<file path="src/rtl/if_fetch.sv">
// Instruction-fetch stage: fetches the word at the PC over an SRAM-like bus
// and presents a registered {valid, pc, inst, adel} bundle to ID.
module if_fetch #(
    parameter logic [31:0] ENT_RESET = 32'hBFC0_0000
) (
    input  logic        clk,
    input  logic        rst,
    input  logic [31:0] pc,
    input  logic        pc_adel,
    input  logic        flush,
    input  logic        id_stall,
    output logic        inst_req,
    output logic [31:0] inst_addr,
    input  logic        inst_addr_ok,
    input  logic [31:0] inst_rdata,
    input  logic        inst_data_ok,
    output logic        stallreq,
    output logic        if_valid,
    output logic [31:0] if_pc,
    output logic [31:0] if_inst,
    output logic        if_adel
);

    typedef enum logic [1:0] {
        REQ  = 2'd0,
        DATA = 2'd1,
        HOLD = 2'd2,
        DROP = 2'd3
    } state_t;

    state_t      state;
    logic [31:0] inst_buf;
    logic        done;
    logic [31:0] done_inst;

    always_comb begin
        done      = 1'b0;
        done_inst = 32'h0;
        inst_req  = 1'b0;
        case (state)
            REQ: begin
                inst_req = ~pc_adel;
                done     = pc_adel;
            end
            DATA: begin
                done      = inst_data_ok;
                done_inst = inst_rdata;
            end
            HOLD: begin
                done      = 1'b1;
                done_inst = inst_buf;
            end
            default: begin
                done = 1'b0;
            end
        endcase
        // Bus and PC stay quiet for the whole reset pulse.
        if (rst) begin
            inst_req = 1'b0;
            done     = 1'b0;
        end
        stallreq = ~done;
    end

    assign inst_addr = {pc[31:2], 2'b00};

    always_ff @(posedge clk or posedge rst) begin
        if (rst) begin
            state    <= REQ;
            if_valid <= 1'b0;
            if_pc    <= ENT_RESET;
            if_inst  <= 32'h0;
            if_adel  <= 1'b0;
        end else begin
            case (state)
                REQ: begin
                    if (~pc_adel & inst_addr_ok)
                        state <= flush ? DROP : DATA;
                end
                DATA: begin
                    if (inst_data_ok)
                        state <= (~flush & id_stall) ? HOLD : REQ;
                    else if (flush)
                        state <= DROP;
                end
                HOLD: begin
                    if (flush | ~id_stall)
                        state <= REQ;
                end
                DROP: begin
                    // Only one response can be in flight, so a repeated flush changes nothing.
                    if (inst_data_ok)
                        state <= REQ;
                end
                default: state <= REQ;
            endcase

            if (flush) begin
                if_valid <= 1'b0;
            end else if (~id_stall) begin
                if_valid <= done;
                if (done) begin
                    if_pc   <= pc;
                    if_inst <= done_inst;
                    if_adel <= pc_adel;
                end
            end
        end
    end

    // Response captured while ID is stalled; replayed from HOLD.
    always_ff @(posedge clk) begin
        if (state == DATA && inst_data_ok)
            inst_buf <= inst_rdata;
    end

endmodule
</file>
<file path="config.mk">
export PLATFORM = sky130hd
export DESIGN_NAME = if_fetch
export DESIGN_NICKNAME = d
export VERILOG_FILES = /design/src/rtl/if_fetch.sv
export SDC_FILE = /design/constraint.sdc
export NUM_CORES = 1
export LEC_CHECK = 0
export CORE_MARGIN = 2
export CORE_UTILIZATION = 47
export DETAILED_ROUTE_END_ITERATION = 10
export GPL_ROUTABILITY_DRIVEN = 0
export PLACE_DENSITY = 0.83
export SYNTH_ARGS = -nofsm -noshare
export SYNTH_HDL_FRONTEND = slang
export SYNTH_SLANG_ARGS = --single-unit
export TNS_END_PERCENT = 5
</file>
<file path="constraint.sdc">
create_clock -name clk -period 4.75 [get_ports clk]
set_input_delay 0.95 -clock clk [delete_from_list [all_inputs] [get_ports clk]]
set_output_delay 0.95 -clock clk [all_outputs]
set_load 0.01 [all_outputs]
</file>
* After elaboration in Yosys (flattened, before gate mapping) *
Index checks and enable logic that the tools add are counted.

word-level totals
  register bits = 100
  output and inout port bits = 100
  word-level logic and storage cells = 40

operators by class
  equal/unequal tests = 8
  multiplexer cells = 15
  bitwise gates (word level) = 7
  reduce and logical (&&, ||, !) cells = 4

operator list
  operator                                             number
  case mux 32 bit (2 select lines)                     1
  two-way mux 2 bit                                    7
  inequality test 2 bit, second input constant         4
  case mux 2 bit (4 select lines)                      1
  two-way mux 1 bit                                    5
  equality test 2 bit, second input constant           2
  NOT 1 bit                                            4
  AND reduction 4 bit                                  1
  inequality test 3 bit, second input constant         1
  case mux 1 bit (3 select lines)                      1
  AND reduction 3 bit                                  1
  AND 1 bit                                            2
  equality test 2 x 1 -> 1 bit, second input constant  1
  zero test 2 bit                                      1
  logical AND 1 bit                                    1
  bitwise OR 1 bit                                     1

* Depth between registers and ports, before layout *
Gate-level depths: netlist of the first run.

  word-level depth = 5
  mapped depth = 9
  gate-level depth less buffers = 6

* Least setup slack after synthesis of the first run *
Ideal clock, no wire load.

  path type = input port to output port
  from = input inst_data_ok
  to = output stallreq
  arrival = 1.441 ns
  data required time = 3.800 ns
  setup slack = 2.359 ns
  stages = 2
  cells stage by stage = a221o_1 > nand2_1

on the way
  longest elaborated chain between the ends = 3

RTL lines
  element                          line  text
  start, declared                  16    input logic inst_data_ok,
  case mux 1 bit (3 select lines)  40    case (state)
  two-way mux 1 bit                58    if (rst) begin
  NOT 1 bit                        62    stallreq = ~done;
  end, declared                    17    output logic stallreq,

Every way passes these cells.

* Final worst setup path of the first run *
Ends and elaborated chain as after synthesis.

==> run_results.csv, run 1 <==
group,metric,value,unit
synthesis,synth.distinct_cells,26,
timing,drv_slew,0,
finish,drive_above_1_share,0.133,
finish,finalInstanceArea,6020,um2
floorplanning,core,9110,um2
synthesis,synth_top_area_frac,0.341,
clock_tree,cts_max_level,3,
floorplanning,dieArea,10000,um2
global_route,grt_pass1_wl,15600,um
timing,max-slew-margin-rel,0.277,
floorplanning,rows,35,
clock_tree,cts_resized,0,
floorplanning,die_w,100,um
finish,final_cell_count_no_fill,592,
timing,period_minus_slack,3.42,ns
synthesis,yosys_warnings,0,
critical_path,cp_data_arrival_time,2.47,ns
min_path,hold_path.class,"reg2reg",
clock_tree,root_buffer,"clkbuf_8",
pwr,ir_drop,0.264,mV
timing,setup_violations,0,
clock_tree,cts_tree,"yes",
critical_path,required,3.80,ns
detailed_routing,routed_wl,10100,um
clock_tree,post-cts-setup-buffers,0,
critical_path,rr_startpoint,"state[0]",
clock_tree,clk_latency,0.36,ns
detailed_routing,drt_first_pass_iters,4,
place,placed_area,5810,um2
outcome,status,"finished clean",
finish,seq_area,2670,um2
global_route,grtUsageMet1,0.238,
critical_path,crit_path_max_fanout,5,
global_route,antenna_found_initial,0,
finish,multi_input_area,1280,um2
pwr,p_int,2.23,mW
finish,fillers,686,
synthesis,synth_cells,346,
pwr,leakage,2.42,nW
timing,rsz0062_at_grt,"false",
floorplanning,start_util,0.476,
place,portBuffers,168,
critical_path,startpoint,"inst_data_ok",
place,dpl.hpwl,7340,um
clock_tree,clock_sinks,100,
timing,fin_crit_sh,0.720,
critical_path,path_class,"in2out",
pwr,p_comb_frac,0.426,
finish,finalNetCount,553,
synthesis,synth-edff-count,32,
synthesis,ys_seq_area_frac,0.617,
timing,setup_tns,0,ns
global_route,track_usage,0.202,
finish,utilization,0.660,
detailed_routing,drc_errors,0,
detailed_routing,drt_iter0_markers,91,
critical_path,crit_slowest_cell,"clkdlybuf4s50_1",
run,timing.max_cap.violations,0,
pwr,power_density,552,nW/um2
detailed_routing,via_count,3039,
detailed_routing,wl_per_cell,17.1,um
synthesis,synth_area_per_cell,12.5,um2
critical_path,crit_top_cell,"clkdlybuf4s50_1",
place,placedCellCount,576,
finish,synthToLayoutAreaGrowth,38.9,%
global_route,first_global_vias,3086,
clock_tree,cts_buffers,9,
pwr,switchingPower,1.09,mW
global_route,grt.busiest_layer,"met2",
synthesis,syn-cell-area,4330,um2
synthesis,synth.most_common_cell,"nand2_1",
synthesis,synth_area_leaders,"dfrtp_1 34%, edfxtp_1 22%, mux2_2 8.6%",
floorplanning,dieHeight,100,um
critical_path,endpoint_kind,"output pin",
critical_path,crit_chain,"clkdlybuf4s50_1, a221o_1, nand2_1, clkdlybuf4s50_1",
floorplanning,io_pins,171,
timing,worst_slew_pin_slew,1.08,ns
detailed_routing,ant_nets,0,
clock_tree,cts_max_path_buffers,2,
detailed_routing,via_per_inst,5.13,
critical_path,cpPeakStageDelay,0.52,ns
synthesis,synth_top_cell_by_area,"dfrtp_1",
finish,antenna_cells,0,
global_route,grt_overflow,0,
global_route,grt.met2_usage,0.362,
timing,fmax,0.292,GHz
clock_tree,ctsHoldBuffers,0,
pwr,swShare,0.328,
synthesis,synth.cells.most_frequent,"67 x nand2_1, 59 x dfrtp_1, 34 x buf_4",
global_route,met3_usage,0.0522,
synthesis,synth-main-ff-cell,"dfrtp_1",
clock_tree,clk_pin_slew,0.08,ns
global_route,grt_max_degree,99,
min_path,hp-start,"if_inst[31]",
pwr,pwr-share-seq,0.407,
synthesis,synth-seq-cells,100,
synthesis,ys_async_sr_fraction,0.680,
timing,skew,0.0180,ns
critical_path,worst_setup_path_start_kind,"primary input",
timing,hold_viol,0,
pwr,pwr-share-clk,0.167,
-- stage by stage --
step	hold WS (ns)	power, mW	setup WS, ns
3_3_place_gp	0.461	2.73	1.37
3_5_place_dp	0.469	2.80	1.32
2_1_floorplan	0.510	2.10	2.10
4_1_cts	0.490	3.35	1.33
5_1_grt	0.520	3.53	1.27
6_report	0.485	3.32	1.33
-- registers in the layout, summed over array words and instances (netlist names) --
signal / count
if_pc: 32
inst_buf: 32
if_inst: 32
if_valid: 1
state: 2
if_adel: 1
-- power groups by stage --
stage	combinational, mW	clock (mW)	sequential, mW
after floorplan	0.648	0	1.45
after global placement	1.38	0	1.35
after detailed placement	1.43	0	1.37
after CTS	1.43	0.570	1.35
after global routing	1.54	0.610	1.38
final	1.41	0.556	1.35
-- cells in the final DEF, fill, tap and decap left out, drive strengths merged, types with 9 or more instances in the layout --
master / count
nand2: 67
clkbuf: 10
dfrtp: 59
o21ai: 32
mux2: 33
a22o: 32
dfstp: 9
clkdlybuf4s50: 168
edfxtp: 32
-- critical path, delay by kind of cell --
| kind | cells | cell delay, ns |
|---|---|---|
| buffers and inverters | 2 | 1.00 |
| AO/OA/AOI/OAI | 1 | 0.43 |
| AND/OR/NAND/NOR | 1 | 0.08 |
-- cell families (layout without fill, tap and decap cells) --
family                     Yosys count  after routing  share of synthesized area
DFF                                100            100                      0.617
and+or+nand+nor                     77             77                     0.0745
AOI/OAI and AO/OA                   70             70                      0.111
buffers and inverters               57            191                     0.0890
muxes                               35             35                     0.0904
adders and majority gates            6              6                     0.0173
other                                1              2                   0.000866
-- routing by layer --
metal / wire [um] / part of all wire
met5: 0 / 0
met2: 5200 / 0.51
met4: 195 / 0.019
met3: 683 / 0.067
met1: 4050 / 0.40
-- area by class of cell --
type	count	share of cell area
sequential	100	0.444
tap	111	0.0231
inverter	4	0.00250
timing repair buffer	171	0.283
clock buffer	10	0.0229
multi-input combinational	190	0.212
clock inverter	6	0.0114
-- path summary, 6_finish.rpt --
| path | to | slack [ns] | cells after the start |
|---|---|---|---|
| worst min register to register | if_inst[31] | 0.49 | 2 |
| max in group asynchronous | state[0] | 2.67 | 3 |
| worst min-delay path | if_inst[31] | 0.49 | 2 |
| min in group asynchronous | if_pc[13] | 1.21 | 2 |
| worst max-delay path | stallreq | 1.33 | 4 |
| worst max register to register | if_pc[5] | 2.21 | 5 |
No activity file was read; power rests on OpenSTA's default activity.
==> inputs of run 2 (changes only) <==
- CORE_UTILIZATION: 47 -> 39
- PLACE_DENSITY: 0.83 -> 0.73
- clock period: 4.75 -> 3.1 ns (I/O delays scaled with it)
==> run 2 against run 1 <==
  * Final cell count increased by 5.6%
  * Total power is 50% higher
  * Routed wire length down 8.4%
  * Largest cell class unchanged
  * Largest power group unchanged
==> run_results.csv, run 2 (same netlist as run 1, synthesis figures left out) <==
group,metric,value,unit
outcome,status,"finished clean",
finish,antenna_cells,0,
detailed_routing,drt_iter0_markers,101,
timing,setup_violations,0,
finish,final_cell_mix,"168 x clkdlybuf4s50_1, 67 x nand2_1, 59 x dfrtp_1, 33 x mux2_2",
detailed_routing,drc_errors,0,
global_route,track_usage,0.158,
pwr,leakage,2.43,nW
global_route,first_global_vias,3030,
clock_tree,post-cts-setup-buffers,0,
detailed_routing,highest_layer,"met4",
detailed_routing,dr_wl_met3,777,um
timing,max-slew-margin-rel,0.348,
clock_tree,cts_max_level,3,
global_route,grt_max_degree,40,
timing,worst_slew_pin_slew,0.978,ns
global_route,grt_overflow,0,
timing,drv_slew,0,
critical_path,rr_startpoint,"state[0]",
clock_tree,cts_resized,0,
clock_tree,clk_latency,0.36,ns
place,dpl.hpwl,6800,um
pwr,ir_drop,0.351,mV
detailed_routing,via_per_inst,4.80,
timing,postLayoutSetupSlackWorst,0.353,ns
place,placed_area,5900,um2
finish,fillers,912,
critical_path,startpoint,"inst_data_ok",
finish,drive_above_1_share,0.132,
timing,fmax,0.364,GHz
min_path,holdPathStages,2,
critical_path,endpoint_kind,"output pin",
timing,fin_crit_sh,0.886,
finish,seq_area,2670,um2
finish,layout_commonest_cell,"clkdlybuf4s50_1",
finish,finalNetCount,557,
clock_tree,cts_max_path_buffers,2,
timing,hold_viol,0,
timing,setup_tns,0,ns
detailed_routing,drt_first_pass_iters,4,
floorplanning,io_pins,171,
finish,multi_input_area,1280,um2
critical_path,path_class,"in2out",
run,timing.max_cap.violations,0,
min_path,hold_path.class,"reg2reg",
detailed_routing,via_count,3002,
clock_tree,clk_pin_slew,0.08,ns
floorplanning,core,10800,um2
floorplanning,dieArea,12000,um2
place,pre_cts_ws,0.353,ns
critical_path,required,2.48,ns
critical_path,crit_path_max_fanout,5,
floorplanning,dieHeight,109,um
clock_tree,cts_buffers,9,
finish,synthToLayoutAreaGrowth,40.4,%
clock_tree,ctsHoldBuffers,0,
floorplanning,start_util,0.400,
timing,skew,0.0104,ns
clock_tree,clock_sinks,100,
pwr,power_density,820,nW/um2
detailed_routing,wl_per_cell,14.8,um
global_route,antenna_found_initial,0,
global_route,grt_pass1_wl,14600,um
detailed_routing,wl_met1,3720,um
detailed_routing,ant_nets,0,
critical_path,worst_setup_path_start_kind,"primary input",
finish,largestRegisters,"if_inst x32, if_pc x32, inst_buf x32",
detailed_routing,wl_met2,4670,um
place,portBuffers,168,
finish,finalInstanceArea,6080,um2
clock_tree,cts_tree,"yes",
floorplanning,die_w,109,um
clock_tree,root_buffer,"clkbuf_8",
critical_path,cp_data_arrival_time,2.13,ns
critical_path,r2r_cells,6,
floorplanning,rows,38,
detailed_routing,routed_wl,9270,um
timing,rsz0062_at_grt,"false",
timing,period_minus_slack,2.75,ns
min_path,hp-start,"if_inst[29]",
run 2: metal layers:
layer,up-vias,global-route usage
met5,-,0
met4,0,0.0606
met3,11,0.0373
met2,111,0.280
met1,1433,0.186
li1,1447,-
run 2: area by class of cell:
class                           instances  share of cell area
Clock buffer                           10              0.0210
Sequential cell                       100               0.440
Clock inverter                          6             0.00905
Tap cell                              140              0.0288
Multi-Input combinational cell        190               0.210
Inverter                                4             0.00247
Timing Repair Buffer                  175               0.289
run 2: worst paths after layout:
kind,endpoint,slack (ns)
max,stallreq,0.35
min,if_inst[29],0.48
max reg2reg,if_pc[4],1.02
min reg2reg,if_inst[29],0.48
max in group asynchronous,if_inst[25],1.73
min in group asynchronous,if_pc[16],0.73
run 2: power by group:
part           switching, mW  total, mW  internal, mW  leakage [nW]
registers              0.203       2.05          1.85          1.15
logic                  0.959       2.13          1.17          1.19
clock network          0.435      0.800         0.366        0.0911
total                   1.60       4.99          3.39          2.43
run 2: critical path, stage by stage:
cell and delay, ns:
clkdlybuf4s50_1 0.48, a221o_1 0.43, nand2_1 0.07, clkdlybuf4s50_1 0.53
run 2: metrics by stage:
step / utilization / total power, mW / hold WS (ns) / cells
2_1_floorplan: - / 3.22 / 0.510 / 347
3_3_place_gp: 0.544 / 4.20 / 0.464 / 609
3_5_place_dp: 0.544 / 4.26 / 0.471 / 609
4_1_cts: 0.561 / 5.07 / 0.492 / 625
5_1_grt: 0.561 / 5.35 / 0.521 / 625
6_report: 0.561 / 4.99 / 0.481 / 625
